$ cat config.mk
export PLATFORM = sky130hd
export DESIGN_NAME = seq_mul_ctrl
export DESIGN_NICKNAME = d
export VERILOG_FILES = /design/src/rtl/seq_mul_ctrl_pkg.sv /design/src/rtl/seq_mul_ctrl_iter_cnt.sv /design/src/rtl/seq_mul_ctrl.sv
export SDC_FILE = /design/constraint.sdc
export NUM_CORES = 1
export LEC_CHECK = 0
export CORE_MARGIN = 4
export CORE_UTILIZATION = 37
export DETAILED_ROUTE_END_ITERATION = 8
export PLACE_DENSITY = 0.7
export SKIP_LAST_GASP = 1
export SLEW_MARGIN = 25
export SYNTH_ARGS = -nofsm -noshare
export SYNTH_HDL_FRONTEND = slang
export SYNTH_SLANG_ARGS = --single-unit
$ cat constraint.sdc
create_clock -name clk -period 4.5 [get_ports clk]
set_input_delay 1.35 -clock clk [delete_from_list [all_inputs] [get_ports clk]]
set_output_delay 1.35 -clock clk [all_outputs]
set_load 0.01 [all_outputs]
$ cat src/rtl/seq_mul_ctrl_pkg.sv
// Shared types and decode helpers for the shift-add multiplier control unit.
package seq_mul_ctrl_pkg;

   localparam int unsigned WIDTH_DEF = 4;

   typedef enum logic [1:0] {
      S_IDLE = 2'd0,
      S_LOAD = 2'd1,
      S_ITER = 2'd2,
      S_DONE = 2'd3
   } state_t;

   // Moore strobes toward the register bank and adder gating
   typedef struct packed {
      logic start;
      logic ld;
      logic acc_zero;
      logic busy;
   } strobe_t;

   // Holding go makes DONE chain straight into the next LOAD
   function automatic state_t fsm_next(input state_t s, input logic go, input logic last);
      state_t n;
      n = S_IDLE;
      case (s)
         S_IDLE:  n = go ? S_LOAD : S_IDLE;
         S_LOAD:  n = S_ITER;
         S_ITER:  n = last ? S_DONE : S_ITER;
         S_DONE:  n = go ? S_LOAD : S_IDLE;
         default: n = S_IDLE;
      endcase
      return n;
   endfunction

   function automatic strobe_t decode_strobes(input state_t s);
      strobe_t r;
      r = '0;
      case (s)
         S_LOAD: begin
            r.start    = 1'b1;
            r.ld       = 1'b1;
            r.acc_zero = 1'b1;
            r.busy     = 1'b1;
         end
         S_ITER: begin
            r.ld   = 1'b1;
            r.busy = 1'b1;
         end
         S_DONE:  r.busy = 1'b1;
         default: r = '0;
      endcase
      return r;
   endfunction

endpackage

$ cat src/rtl/seq_mul_ctrl_iter_cnt.sv
// Iteration counter: synchronous clear/enable, flags the final add/shift step.
module mul_iter_cnt
   import seq_mul_ctrl_pkg::*;
#(
   parameter int unsigned WIDTH = WIDTH_DEF,
   parameter int unsigned CNT_W = $clog2(WIDTH)
) (
   input  logic clk,
   input  logic rst,
   input  logic clr,
   input  logic en,
   output logic last_c
);

   logic [CNT_W-1:0] cnt;

   always_ff @(posedge clk) begin
      if (rst || clr) begin
         cnt <= '0;
      end else if (en) begin
         cnt <= cnt + CNT_W'(1);
      end
   end

   assign last_c = (cnt == CNT_W'(WIDTH - 1));

endmodule

$ cat src/rtl/seq_mul_ctrl.sv
// Control unit for the shift-add sequential multiplier: sequences load, WIDTH
// add/shift iterations and product capture, then pulses done.
module seq_mul_ctrl
   import seq_mul_ctrl_pkg::*;
#(
   parameter int unsigned WIDTH = WIDTH_DEF,
   parameter int unsigned CNT_W = $clog2(WIDTH)
) (
   input  logic               clk,
   input  logic               rst,
   input  logic               go,
   input  logic [2*WIDTH:0]   p,
   output logic               start,
   output logic               ld,
   output logic               acc_zero,
   output logic               add_sel,
   output logic               busy,
   output logic               done,
   output logic [2*WIDTH-1:0] product
);

   state_t  state;
   state_t  nxt_c;
   strobe_t strb;
   logic    last_c;
   logic    unused_carry;

   mul_iter_cnt #(
      .WIDTH (WIDTH),
      .CNT_W (CNT_W)
   ) u_cnt (
      .clk    (clk),
      .rst    (rst),
      .clr    (state == S_LOAD),
      .en     (state == S_ITER),
      .last_c (last_c)
   );

   assign nxt_c = fsm_next(state, go, last_c);

   // Strobes are registered from the next state so they line up with it
   always_ff @(posedge clk) begin
      if (rst) begin
         state   <= S_IDLE;
         strb    <= '0;
         done    <= 1'b0;
         product <= '0;
      end else begin
         state <= nxt_c;
         strb  <= decode_strobes(nxt_c);
         done  <= (state == S_DONE);
         if (state == S_DONE) begin
            product <= p[2*WIDTH-1:0];
         end
      end
   end

   assign start    = strb.start;
   assign ld       = strb.ld;
   assign acc_zero = strb.acc_zero;
   assign busy     = strb.busy;

   // Multiplicand gating follows the live bank LSB, only while iterating
   assign add_sel  = (state == S_ITER) & p[0];

   // The carry bit only matters to the datapath; the product is taken below it
   assign unused_carry = p[2*WIDTH];

endmodule

Word-level counts from Yosys, hierarchy flattened:

Index checks and enable logic that the tools add are counted.

* memories kept: 0
* register bits: 16
* output and inout bits: 14
* logic and storage cells: 27
* latch bits: 0
* ROM bits: 0
* bits in writable memories: 0

* divide/modulo/power cells: 0
* reductions and logical operators: 5
* bitwise logic cells: 1
* multiply operators: 0
* add/subtract/negate cells: 1
* magnitude comparators: 0
* equality and inequality tests: 7
* shift operators: 0
* multiplexer cells: 6

Operators by type and width (count)
* equality test 2 bit (second input constant): 5
* one-hot mux 2 bit (3 select lines): 1
* 2-to-1 mux 1 bit: 5
* equality test 2 x 1 -> 1 bit (second input constant): 2
* OR reduction 2 bit: 2
* OR reduction 3 bit: 1
* adder 2 x 1 -> 2 bit (second input constant): 1
* zero test 2 bit: 1
* bitwise AND 1 bit: 1
* logical OR 1 bit: 1

Longest topological paths before layout:

Gate-level depths: netlist (run 1).

* depth after elaboration: 6
* gate-level depth with buffers: 6
* mapped depth without buffers: 6

Cells and area by module:

Synthesis (run 1) repeated with hierarchy kept, for this count alone.

* cell total of the unflattened synthesis: 58
* area, all modules: 643.1 µm²

Modules (own cells, without submodules)
* seq_mul_ctrl: cells an instance 51, times used 1, seq. area each 280.3 µm², area each 551.8 µm²
* mul_iter_cnt: cells an instance 7, times used 1, seq. area each 40.0 µm², area each 91.3 µm²

Worst setup path after synthesis (run 1):

Ideal clock, no wire load.

* kind: input to output
* start: input p[0]
* end: output add_sel
* slack: 1.611 ns
* arrival: 1.539 ns
* stages: 1
* required time: 3.150 ns
* cell sequence: and2_2

* word-level cells in the longest chain between the ends: 1

RTL lines
* start: declaration: RTL line seq_mul_ctrl.sv:12 `input logic [2*WIDTH:0] p,`
* bitwise AND 1 bit: RTL line seq_mul_ctrl.sv:64 `assign add_sel = (state == S_ITER) & p[0];`
* end: declaration: RTL line seq_mul_ctrl.sv:16 `output logic add_sel,`

No other way between the ends.

Worst setup path after layout (run 1):

Same ends and word-level chain as after synthesis.

==> key figures, run 1 <==
Run status
  – Run status: complete, no violations

Timing
  – Final min period: around 3800 ps
  – Worst hold slack across all endpoints: 500 ps
  – Unrepaired setup endpoints after global routing: no
  – Setup TNS: 0 ps
  – Relative slew margins: 60.0%
  – Max-slew violation count: 0
  – Post-route clock skew: about 6.7 ps
  – Setup Viol. Count Final: 0
  – Top achievable clock speed: 261 MHz
  – Slew @ Worst Pin: 598 ps
  – Final period utilization: 85.2%
  – Hold violation count in the final report: 0

Layout
  – Most common cell after layout, fill and taps aside: sky130_fd_sc_hd__clkdlybuf4s50_1
  – FF+latch area: 320 um^2
  – Leading cell types in the layout, fill and taps excluded: sky130_fd_sc_hd__clkdlybuf4s50_1 (24), sky130_fd_sc_hd__dfxtp_1 (16), sky130_fd_sc_hd__nor2_1 (11)
  – Number of fill cells: 140
  – Layout cells sized above 1: between 8 and 9%
  – Area used by multi-input combinational logic: approximately 300 um^2
  – Number of diodes added for antenna fixing: 0
  – Final Util: 57.7%
  – Number of nets in the layout: 103
  – Layout Area Growth over Synthesis: 40.8%

Detailed routing
  – Final routed wirelength across all metal layers: 1220 um
  – Via density: between 4 and 5
  – WL/cell: 11.5 um
  – Iter 0 DRT Violations: 3
  – Initial DRT Pass Iterations: 2
  – Vias after detailed routing: 480
  – Residual DRC: 0
  – Number of antenna-violating nets in the routed design: 0

Worst setup path
  – CP Data Required Time: 3150 ps
  – Reg-to-Reg End: ld
  – Startpoint Class: primary input
  – Endpoint kind of the worst setup timing path: output port
  – Largest fanout on the critical path: 2
  – Crit-path max cell delay: 530 ps
  – Cells along the critical path: clkdlybuf4s50_1, and2_2, clkdlybuf4s50_1
  – Reg2reg start: state[0]
  – Arr. time, crit path: 2480 ps
  – Cell occurring most often along the worst timing path: sky130_fd_sc_hd__clkdlybuf4s50_1
  – Critical-path top delay cell: sky130_fd_sc_hd__clkdlybuf4s50_1
  – Largest delay contributor family on the critical path: buffers and inverters
  – Sum of buffers and inverters on the critical path: 2
  – Setup slack on the worst flop-to-flop path: 2800 ps
  – Worst Setup Path Type: in -> out
  – Number of cell instances on the worst register-to-register path: 6

Yosys
  – Post-synthesis instance area: 653 um^2
  – Cells after Synth: 58
  – Syn Nets: 77
  – Number of synthesized flops with an enable pin: 0
  – Syn Area/Cell: 11.3 um^2
  – Unique masters post-synth: 15
  – Sequential element share of the synthesized area: 49.0%
  – Synth Flop Type: sky130_fd_sc_hd__dfxtp_1
  – Synth async-reset ratio: 0%
  – FF+latch count, synth: 16
  – Yosys warns: 0

CTS
  – Number of CTS-inserted buffers: 3
  – Insertion delay of the later-clocked pin in the worst-skew pair: 280 ps
  – Clock sink total: 16
  – Clock buffer depth: 2
  – # Post-CTS Setup Buffers: 0
  – Reg clk slew, reported paths: 90 ps
  – CTS tree: yes
  – Clock root buffer master: sky130_fd_sc_hd__clkbuf_4
  – Total of hold buffers inserted after clock tree synthesis: 0
  – CTS-repair resized insts: 0
  – Max H-tree Level: 1

Power
  – Power per cell area: 316 nW/um^2
  – Leakage power summed over all cells: 0.351 nW
  – IR Drop Worst-Case VDD: 140 uV

Global routing
  – Routing layer with the top usage in global route: met2
  – Global Route Usage Sum: 11.3%
  – Via count of the first global-routing pass: 482
  – Pin count of the biggest net entering global routing: 17
  – Met3 Resource Use GR: between 2 and 2.5%
  – Fraction of met1 tracks used by global routing: 11.1%
  – Met2 layer usage reported by global route: 19.3%
  – Overflow left after global routing: 0
  – Number of antenna violations at the first check in global routing: 0
  – Wire length of the first global-routing pass: slightly above 2000 um

Placed design
  – Count of buffers from port buffering: 24
  – HPWL reported at the end of detailed placement: 929 um
  – Gpl congestion: a little under 0.7

Die
  – Std-Cell Core Area: approximately 1600 um^2
  – Overall die height: between 50 and 60 um
  – Die Outline Area: 2500 um^2
  – Horizontal die dimension: roughly 50 um
  – Floorplan row count: 14
  – Ports: 26
  – Initial core utilization: 41.0%

Worst hold path
  – Startpoint of the tightest hold check path: product[0]
  – Class of the worst hold path: reg -> reg
  – Hold depth: 2
  – Worst hold endpoint: product[0]

Flow run
  – Max capacitance violation total: 0
[cells in the mapped netlist, types with 2 or more instances]
master | number | share of area (%)
sky130_fd_sc_hd__inv_1 | 2 | 1.1
sky130_fd_sc_hd__ha_1 | 7 | 13
sky130_fd_sc_hd__buf_4 | 2 | 2.3
sky130_fd_sc_hd__nor2_1 | 11 | 6.3
sky130_fd_sc_hd__mux2i_1 | 9 | 14
sky130_fd_sc_hd__nor3_2 | 2 | 3.1
sky130_fd_sc_hd__dfxtp_1 | 16 | 49
sky130_fd_sc_hd__nor2b_1 | 2 | 1.9
[how the worst max path moves through the flow]
| stage | endpoint | depth (start not counted) | slack [ps] | from |
|---|---|---|---|---|
| after floorplan | add_sel | 1 | 1610 | p[0] |
| after global placement | add_sel | 3 | 670 | p[0] |
| after detailed placement | add_sel | 3 | 660 | p[0] |
| after CTS | add_sel | 3 | 660 | p[0] |
| after global routing | add_sel | 3 | 640 | p[0] |
| final | add_sel | 3 | 670 | p[0] |
[layout make-up]
type | instances | share of cell area, %
multi-input combinational | 37 | 32.5
tap | 24 | 3.27
inverter | 2 | 0.816
sequential | 16 | 34.8
timing repair buffer | 24 | 26.1
clock buffer | 3 | 2.45
[metal layers]
layer,up-vias,wire (um),part of all wire (%)
met4,0,27,2.2
met5,-,0,0
met1,228,490,40
met2,11,660,54
li1,239,-,-
met3,2,45,3.7
[worst reg2reg max path: stages, from the launching register on]
cell,delay (ps)
sky130_fd_sc_hd__dfxtp_1,410
sky130_fd_sc_hd__inv_1,70
sky130_fd_sc_hd__ha_1,360
sky130_fd_sc_hd__a22oi_2,110
sky130_fd_sc_hd__or2_1,220
sky130_fd_sc_hd__ha_1,290
sky130_fd_sc_hd__and2b_1,150
[stage by stage]
| stage | std cells | total power (W) | instance area, um^2 | setup slack (ps) |
|---|---|---|---|---|
| after floorplan | 58 | 0.000192 | 653 | 1610 |
| after global placement | 103 | 0.000219 | 897 | 673 |
| after detailed placement | 103 | 0.000221 | 897 | 659 |
| after CTS | 106 | 0.000296 | 920 | 657 |
| after global routing | 106 | 0.000307 | 920 | 637 |
| final | 106 | 0.000291 | 920 | 666 |
[cell families after synthesis]
kind of cell / synth area share, %
flip-flops: 49.0
adder cells (fa/ha/maj): 13.4
AND/OR/NAND/NOR: 15.3
multiplexers: 13.8
XOR/XNOR: 1.34
AO/OA/AOI/OAI: 1.92
buffers and inverters: 5.17
[report_power, final]
part           switching, W  leakage [nW]   total, W  internal (W)
Sequential       0.00000483         0.130   0.000156      0.000151
Clock             0.0000433        0.0138  0.0000743     0.0000310
Combinational     0.0000251         0.208  0.0000605     0.0000354
Total             0.0000732         0.351   0.000291      0.000217
[sequential cells by signal (all words and copies together), names as in the netlist]
signal	count
u_cnt.cnt	2
acc_zero	1
done	1
product	8
state	2
ld	1
busy	1
(Power assumes the default switching activity.)
==> inputs of run 2 (changes only) <==
--- a/config.mk
+++ b/config.mk
@@ -10,7 +10,7 @@
 export DETAILED_ROUTE_END_ITERATION = 8
 export PLACE_DENSITY = 0.7
 export SKIP_LAST_GASP = 1
-export SLEW_MARGIN = 25
+export SLEW_MARGIN = 20
 export SYNTH_ARGS = -nofsm -noshare
 export SYNTH_HDL_FRONTEND = slang
 export SYNTH_SLANG_ARGS = --single-unit
==> results of run 2 <==
Same layout as run 1: the final DEF is identical, and so are final timing and power.
